File: src/rtl/song_sequencer_pkg.sv
// Shared encodings for the song sequencer: FSM state codes and the note-code
// table used by both the pattern ROM contents and the tone generator voices.
package song_sequencer_pkg;

    typedef enum logic [1:0] {
        ST_IDLE      = 2'd0,
        ST_WAIT_TICK = 2'd1,
        ST_FETCH     = 2'd2,
        ST_ISSUE     = 2'd3
    } seq_state_t;

    // Code 0 silences a voice; the rest index the tone generator's pitch table.
    localparam logic [3:0] NOTE_REST = 4'd0;
    localparam logic [3:0] NOTE_C    = 4'd1;
    localparam logic [3:0] NOTE_D    = 4'd2;
    localparam logic [3:0] NOTE_E    = 4'd3;
    localparam logic [3:0] NOTE_F    = 4'd4;
    localparam logic [3:0] NOTE_G    = 4'd5;
    localparam logic [3:0] NOTE_A    = 4'd6;
    localparam logic [3:0] NOTE_B    = 4'd7;
    localparam logic [3:0] NOTE_C2   = 4'd8;

    // Width helper that never yields a zero-width vector.
    function automatic int safe_clog2(input int n);
        return (n > 1) ? $clog2(n) : 1;
    endfunction

endpackage

File: src/rtl/song_sequencer_step_timer.sv
// Tempo counter: counts sample ticks modulo STEP_SAMPLES and flags the last
// sample of each step.
module step_timer
    import song_sequencer_pkg::*;
#(
    parameter int STEP_SAMPLES = 2048
) (
    input  logic clock,
    input  logic reset,
    input  logic sample_ena,
    input  logic enable,
    input  logic clear,
    output logic step_tick
);

    localparam int CNT_W = safe_clog2(STEP_SAMPLES);
    localparam logic [CNT_W-1:0] CNT_MAX = CNT_W'(STEP_SAMPLES - 1);

    logic [CNT_W-1:0] count_reg;

    always_ff @(posedge clock or posedge reset) begin
        if (reset) begin
            count_reg <= '0;
        end else if (clear) begin
            count_reg <= '0;
        end else if (enable && sample_ena) begin
            count_reg <= (count_reg == CNT_MAX) ? '0 : count_reg + 1'b1;
        end
    end

    assign step_tick = sample_ena && (count_reg == CNT_MAX);

endmodule

File: src/rtl/song_sequencer.sv
// Pattern-driven note scheduler: fetches one ROM row per tempo step and
// issues it as per-voice note writes over a valid/ready handshake.
module song_sequencer
    import song_sequencer_pkg::*;
#(
    parameter int STEP_SAMPLES = 2048,
    parameter int STEPS        = 16,
    parameter int VOICES       = 4,
    parameter int NOTE_W       = 4
) (
    input  logic                                  clock,
    input  logic                                  reset,
    input  logic                                  sample_ena,
    input  logic                                  run,
    output logic [safe_clog2(STEPS)-1:0]          pat_addr,
    input  logic [VOICES*NOTE_W-1:0]              pat_data,
    output logic                                  note_valid,
    output logic [safe_clog2(VOICES)-1:0]         note_voice,
    output logic [NOTE_W-1:0]                     note_code,
    input  logic                                  note_ready,
    output logic                                  step_strobe,
    output logic [safe_clog2(STEPS)-1:0]          step_idx,
    output logic                                  busy,
    output logic                                  overrun
);

    localparam int STEP_W = safe_clog2(STEPS);
    localparam int VOICE_W = safe_clog2(VOICES);
    localparam logic [VOICE_W-1:0] LAST_VOICE = VOICE_W'(VOICES - 1);

    seq_state_t                state_reg;
    logic [STEP_W-1:0]         step_reg;
    logic [VOICE_W-1:0]        voice_reg;
    logic [VOICES*NOTE_W-1:0]  row_reg;
    logic                      valid_reg;
    logic                      strobe_reg;
    logic                      overrun_reg;
    logic                      step_tick;
    logic                      timer_clear;
    logic                      timer_enable;
    logic [NOTE_W-1:0]         row_slices [VOICES];

    assign timer_enable = (state_reg != ST_IDLE);
    assign timer_clear  = (state_reg == ST_WAIT_TICK) && !run;

    step_timer #(
        .STEP_SAMPLES(STEP_SAMPLES)
    ) u_step_timer (
        .clock     (clock),
        .reset     (reset),
        .sample_ena(sample_ena),
        .enable    (timer_enable),
        .clear     (timer_clear),
        .step_tick (step_tick)
    );

    generate
        for (genvar gi = 0; gi < VOICES; gi++) begin : g_slice
            assign row_slices[gi] = row_reg[gi*NOTE_W +: NOTE_W];
        end
    endgenerate

    always_ff @(posedge clock or posedge reset) begin
        if (reset) begin
            state_reg   <= ST_IDLE;
            step_reg    <= '0;
            voice_reg   <= '0;
            row_reg     <= '0;
            valid_reg   <= 1'b0;
            strobe_reg  <= 1'b0;
            overrun_reg <= 1'b0;
        end else begin
            case (state_reg)
                ST_IDLE: begin
                    if (run) begin
                        state_reg  <= ST_FETCH;
                        strobe_reg <= 1'b1;
                    end
                end
                ST_WAIT_TICK: begin
                    if (!run) begin
                        state_reg   <= ST_IDLE;
                        step_reg    <= '0;
                        overrun_reg <= 1'b0;
                    end else if (step_tick) begin
                        state_reg  <= ST_FETCH;
                        strobe_reg <= 1'b1;
                    end
                end
                ST_FETCH: begin
                    row_reg    <= pat_data;
                    voice_reg  <= '0;
                    strobe_reg <= 1'b0;
                    valid_reg  <= 1'b1;
                    state_reg  <= ST_ISSUE;
                    if (step_tick) begin
                        overrun_reg <= 1'b1;
                    end
                end
                ST_ISSUE: begin
                    // A tick here is dropped; the next row waits for the following one.
                    if (step_tick) begin
                        overrun_reg <= 1'b1;
                    end
                    if (valid_reg && note_ready) begin
                        if (voice_reg == LAST_VOICE) begin
                            valid_reg <= 1'b0;
                            step_reg  <= step_reg + 1'b1;
                            state_reg <= ST_WAIT_TICK;
                        end else begin
                            voice_reg <= voice_reg + 1'b1;
                        end
                    end
                end
                default: state_reg <= ST_IDLE;
            endcase
        end
    end

    assign pat_addr    = step_reg;
    assign step_idx    = step_reg;
    assign note_valid  = valid_reg;
    assign note_voice  = voice_reg;
    assign note_code   = row_slices[voice_reg];
    assign step_strobe = strobe_reg;
    assign overrun     = overrun_reg;
    assign busy        = (state_reg == ST_FETCH) || (state_reg == ST_ISSUE);

endmodule

File: config.mk
export PLATFORM = sky130hd
export DESIGN_NAME = song_sequencer
export DESIGN_NICKNAME = d
export VERILOG_FILES = /design/src/rtl/song_sequencer_pkg.sv /design/src/rtl/song_sequencer_step_timer.sv /design/src/rtl/song_sequencer.sv
export SDC_FILE = /design/constraint.sdc
export NUM_CORES = 1
export LEC_CHECK = 0
export ABC_AREA = 1
export BUFFER_PORTS_ARGS = -buffer_cell sky130_fd_sc_hd__clkbuf_2
export CAP_MARGIN = 15
export CORE_MARGIN = 2
export CORE_UTILIZATION = 35
export DETAILED_ROUTE_END_ITERATION = 8
export GPL_ROUTABILITY_DRIVEN = 0
export PLACE_DENSITY = 0.62
export SYNTH_ARGS = -nofsm -noshare
export SYNTH_HDL_FRONTEND = slang
export SYNTH_HIERARCHICAL = 1
export SYNTH_SLANG_ARGS = --single-unit
export TNS_END_PERCENT = 1
File: constraint.sdc
create_clock -name clock -period 1.75 [get_ports clock]
set_clock_uncertainty 0.1 [all_clocks]
set_input_delay 0 -clock clock [delete_from_list [all_inputs] [get_ports clock]]
set_output_delay 0 -clock clock [all_outputs]
set_load 0.1 [all_outputs]
==> flow_summary.ini <==
[setup_path]
crit_buf_inv = 2
setup.worst_path.end_class = output port
worst_setup_path_start_kind = flip-flop
reg2regPathDepth = 11
worstPathMaxFanout = 9
critical_path_class = reg -> out
r2r_start = u_step_timer/count_reg[0]
crit_path_cell_trace = clkinvlp_4 > o211ai_1 > o21ai_4 > buf_12
cp.required_ps = 1650
reg2reg_to = state_reg[1]
path_delay_family = flip-flops
reg2reg_setup_slack_ps = 140
arrival_ps = 1570
crit_slowest_cell = dfrtp_2
cp_slowest_stage_delay_ps = 510

[global_routing]
grt_pass1_wl_um = 7330
grt_pass1_vias = 1638
antenna_found_initial = 0
grt_usage = 0.150
grt_max_degree = 28
grt-ovfl-total = 0

[routing]
ant_nets = 0
route.detailed.drc = 0
vias_per_cell = 4.56
wl_um = 4250
drt_iter0_drc = 71
via_count = 1757
first_pass_iters = 4
post_drt_wl_per_cell_um = 11.0

[flow_run]
maxCapViolCount = 0

[floorplan]
coreArea_um2 = 5440
rows = 27
die_area_um2 = 6180
ioPinCount = 39
dieWidth_um = 78.6
die_height_um = 78.6
initial_core_util = 0.358

[sta]
rsz0062_at_grt = true
period_needed_ps = 1670
slew_headroom = 0.634
report.final.slew_viol_count = 0
fmax_mhz = 600
finalSetupTns_ps = 0
setup_viol = 0
hold_viol_final = 0
period_share = 0.953
worst_pin_slew_ps = 551
fin_ws_ps = 82.8

[placement]
dpl_cell_area_um2 = 2290
io_buffers = 38
dp_hpwl_um = 2990
place_ws_ps = 88.0

[clock_tree]
htreeDepth = 2
clk_pin_slew_ps = 80
cts_buffers = 5
cts_tree = yes
clockRootBuffer = clkbuf_8
clkLatencyLatePin_ps = 290
clockBufferDepth = 2
cts.sinks = 38

[finish]
diodes = 0
postLayoutCoreUtil = 0.484
fin_nets = 337
syn_to_final_growth_pct = 35.0
postLayoutCellArea_um2 = 2630
layout-drive-gt1-share = 0.224
largest_reg_flops = 16

[synthesis]
synth-seq-cells = 38
ys_top_cells_by_area = dfrtp_1 49%, nand2_1 16%, nand3_1 5.4%
synth_edf_count = 0
ys_seq_area_frac = 0.488
synth-main-ff-cell = dfrtp_1
synth_top_area_share = 0.488
synthCells = 252
synth_area_um2 = 1950
yosys.area.top_type = dfrtp_1
yosysWarnings = 6
yosysUniqueCellTypes = 22
synthArstFlopShare = 1.00
syn_nets = 276
avgSynthCellArea_um2 = 7.74

[hold_path]
holdCritPathClass = in -> async

[power]
power.leakage_nw = 1.35
power.density_cell_area_nw_per_um2 = 1940
peakVddDrop_mv = 1.24

[outcome]
status = completed
==> layer usage <==
metal / share of wire / global-route usage / vias to the layer above
li1: - / - / 912
met1: 0.49 / 0.200 / 805
met2: 0.46 / 0.242 / 32
met3: 0.036 / 0.0310 / 8
met4: 0.014 / 0.0526 / 0
met5: 0 / 0 / -
==> cell families after synthesis <==
logic type | count (synthesis) | share of synthesized area
AND/OR/NAND/NOR | 142 | 0.314
flip-flops | 38 | 0.488
XOR/XNOR | 3 | 0.0135
buffers and inverters | 39 | 0.0911
AO/OA/AOI/OAI | 27 | 0.0745
adder cells (fa/ha/maj) | 3 | 0.0193
==> tightest hold or removal path: stages <==
cell and delay [ps]:
dlygate4sd3_1 530, clkbuf_2 120, inv_1 330
==> placed cells by master (no fill, tap or decap), drive strengths merged <==
master,synthesis,layout
dfrtp,38,38
nand3b,1,1
bufinv,0,1
inv,30,29
o21ai,20,20
a21oi,3,3
nor2,26,26
nor3b,1,1
ha,3,3
nand2,87,87
a21boi,1,1
o211ai,3,3
buf,8,8
nand3,21,21
clkbuf,1,40
nand4,6,6
clkinvlp,0,2
xor2,3,3
dlygate4sd3,0,20
==> cells in the mapped netlist (2+ instances only) <==
cell type	n
nand2_1	83
dfrtp_1	38
inv_1	27
nor2_1	22
nand3_1	21
o21ai_0	20
buf_4	6
nand4_1	6
nand2_2	4
a21oi_1	3
ha_1	3
inv_2	3
o211ai_1	3
xor2_1	3
nor2_2	2
nor2_4	2
==> area by class of cell <==
type | count | area, µm²
Tap cell | 72 | 90.1
Sequential cell | 38 | 953
Inverter | 30 | 119
Fill cell | 552 | 2810
Clock buffer | 6 | 82.6
Clock inverter | 1 | 30.0
Timing Repair Buffer | 62 | 480
Multi-Input combinational cell | 175 | 870
Timing Repair inverter | 1 | 7.51
==> power breakdown <==
part | switching, W | internal (W) | leakage, nW | total, W
clock network | 0.000303 | 0.000456 | 0.0573 | 0.000759
registers | 0.000269 | 0.00118 | 0.480 | 0.00145
logic | 0.00205 | 0.000857 | 0.814 | 0.00290
total | 0.00262 | 0.00250 | 1.35 | 0.00512
==> stage by stage <==
stage                     cells  power (W)  hold slack (ps)
final                       385    0.00512              155
after global routing        385    0.00542              209
after CTS                   383    0.00511              156
after detailed placement    356    0.00431            -75.5
after global placement      356    0.00427            -75.9
after floorplan             252    0.00357             -248
==> repair_timing <==
item	4_1_cts	5_1_grt
hold buffers	20	0
gates resized for setup	0	6
buffers inserted	0	1
hold endpoints to repair	61	0
setup endpoints to repair	0	11
==> how the worst max path moves through the flow <==
| stage | start | cells after the start | slack (ps) | endpoint |
|---|---|---|---|---|
| 6_report | note_voice[0] | 4 | 80 | note_code[1] |
| 5_1_grt | state_reg[1] | 10 | -40 | u_step_timer/count_reg[9] |
| 4_1_cts | note_voice[0] | 6 | 40 | note_code[0] |
| 3_5_place_dp | u_step_timer/count_reg[1] | 11 | 90 | state_reg[1] |
| 3_3_place_gp | u_step_timer/count_reg[0] | 11 | 140 | state_reg[1] |
| 2_1_floorplan | note_voice[0] | 4 | 20 | note_code[1] |
(Power assumes the default switching activity.)
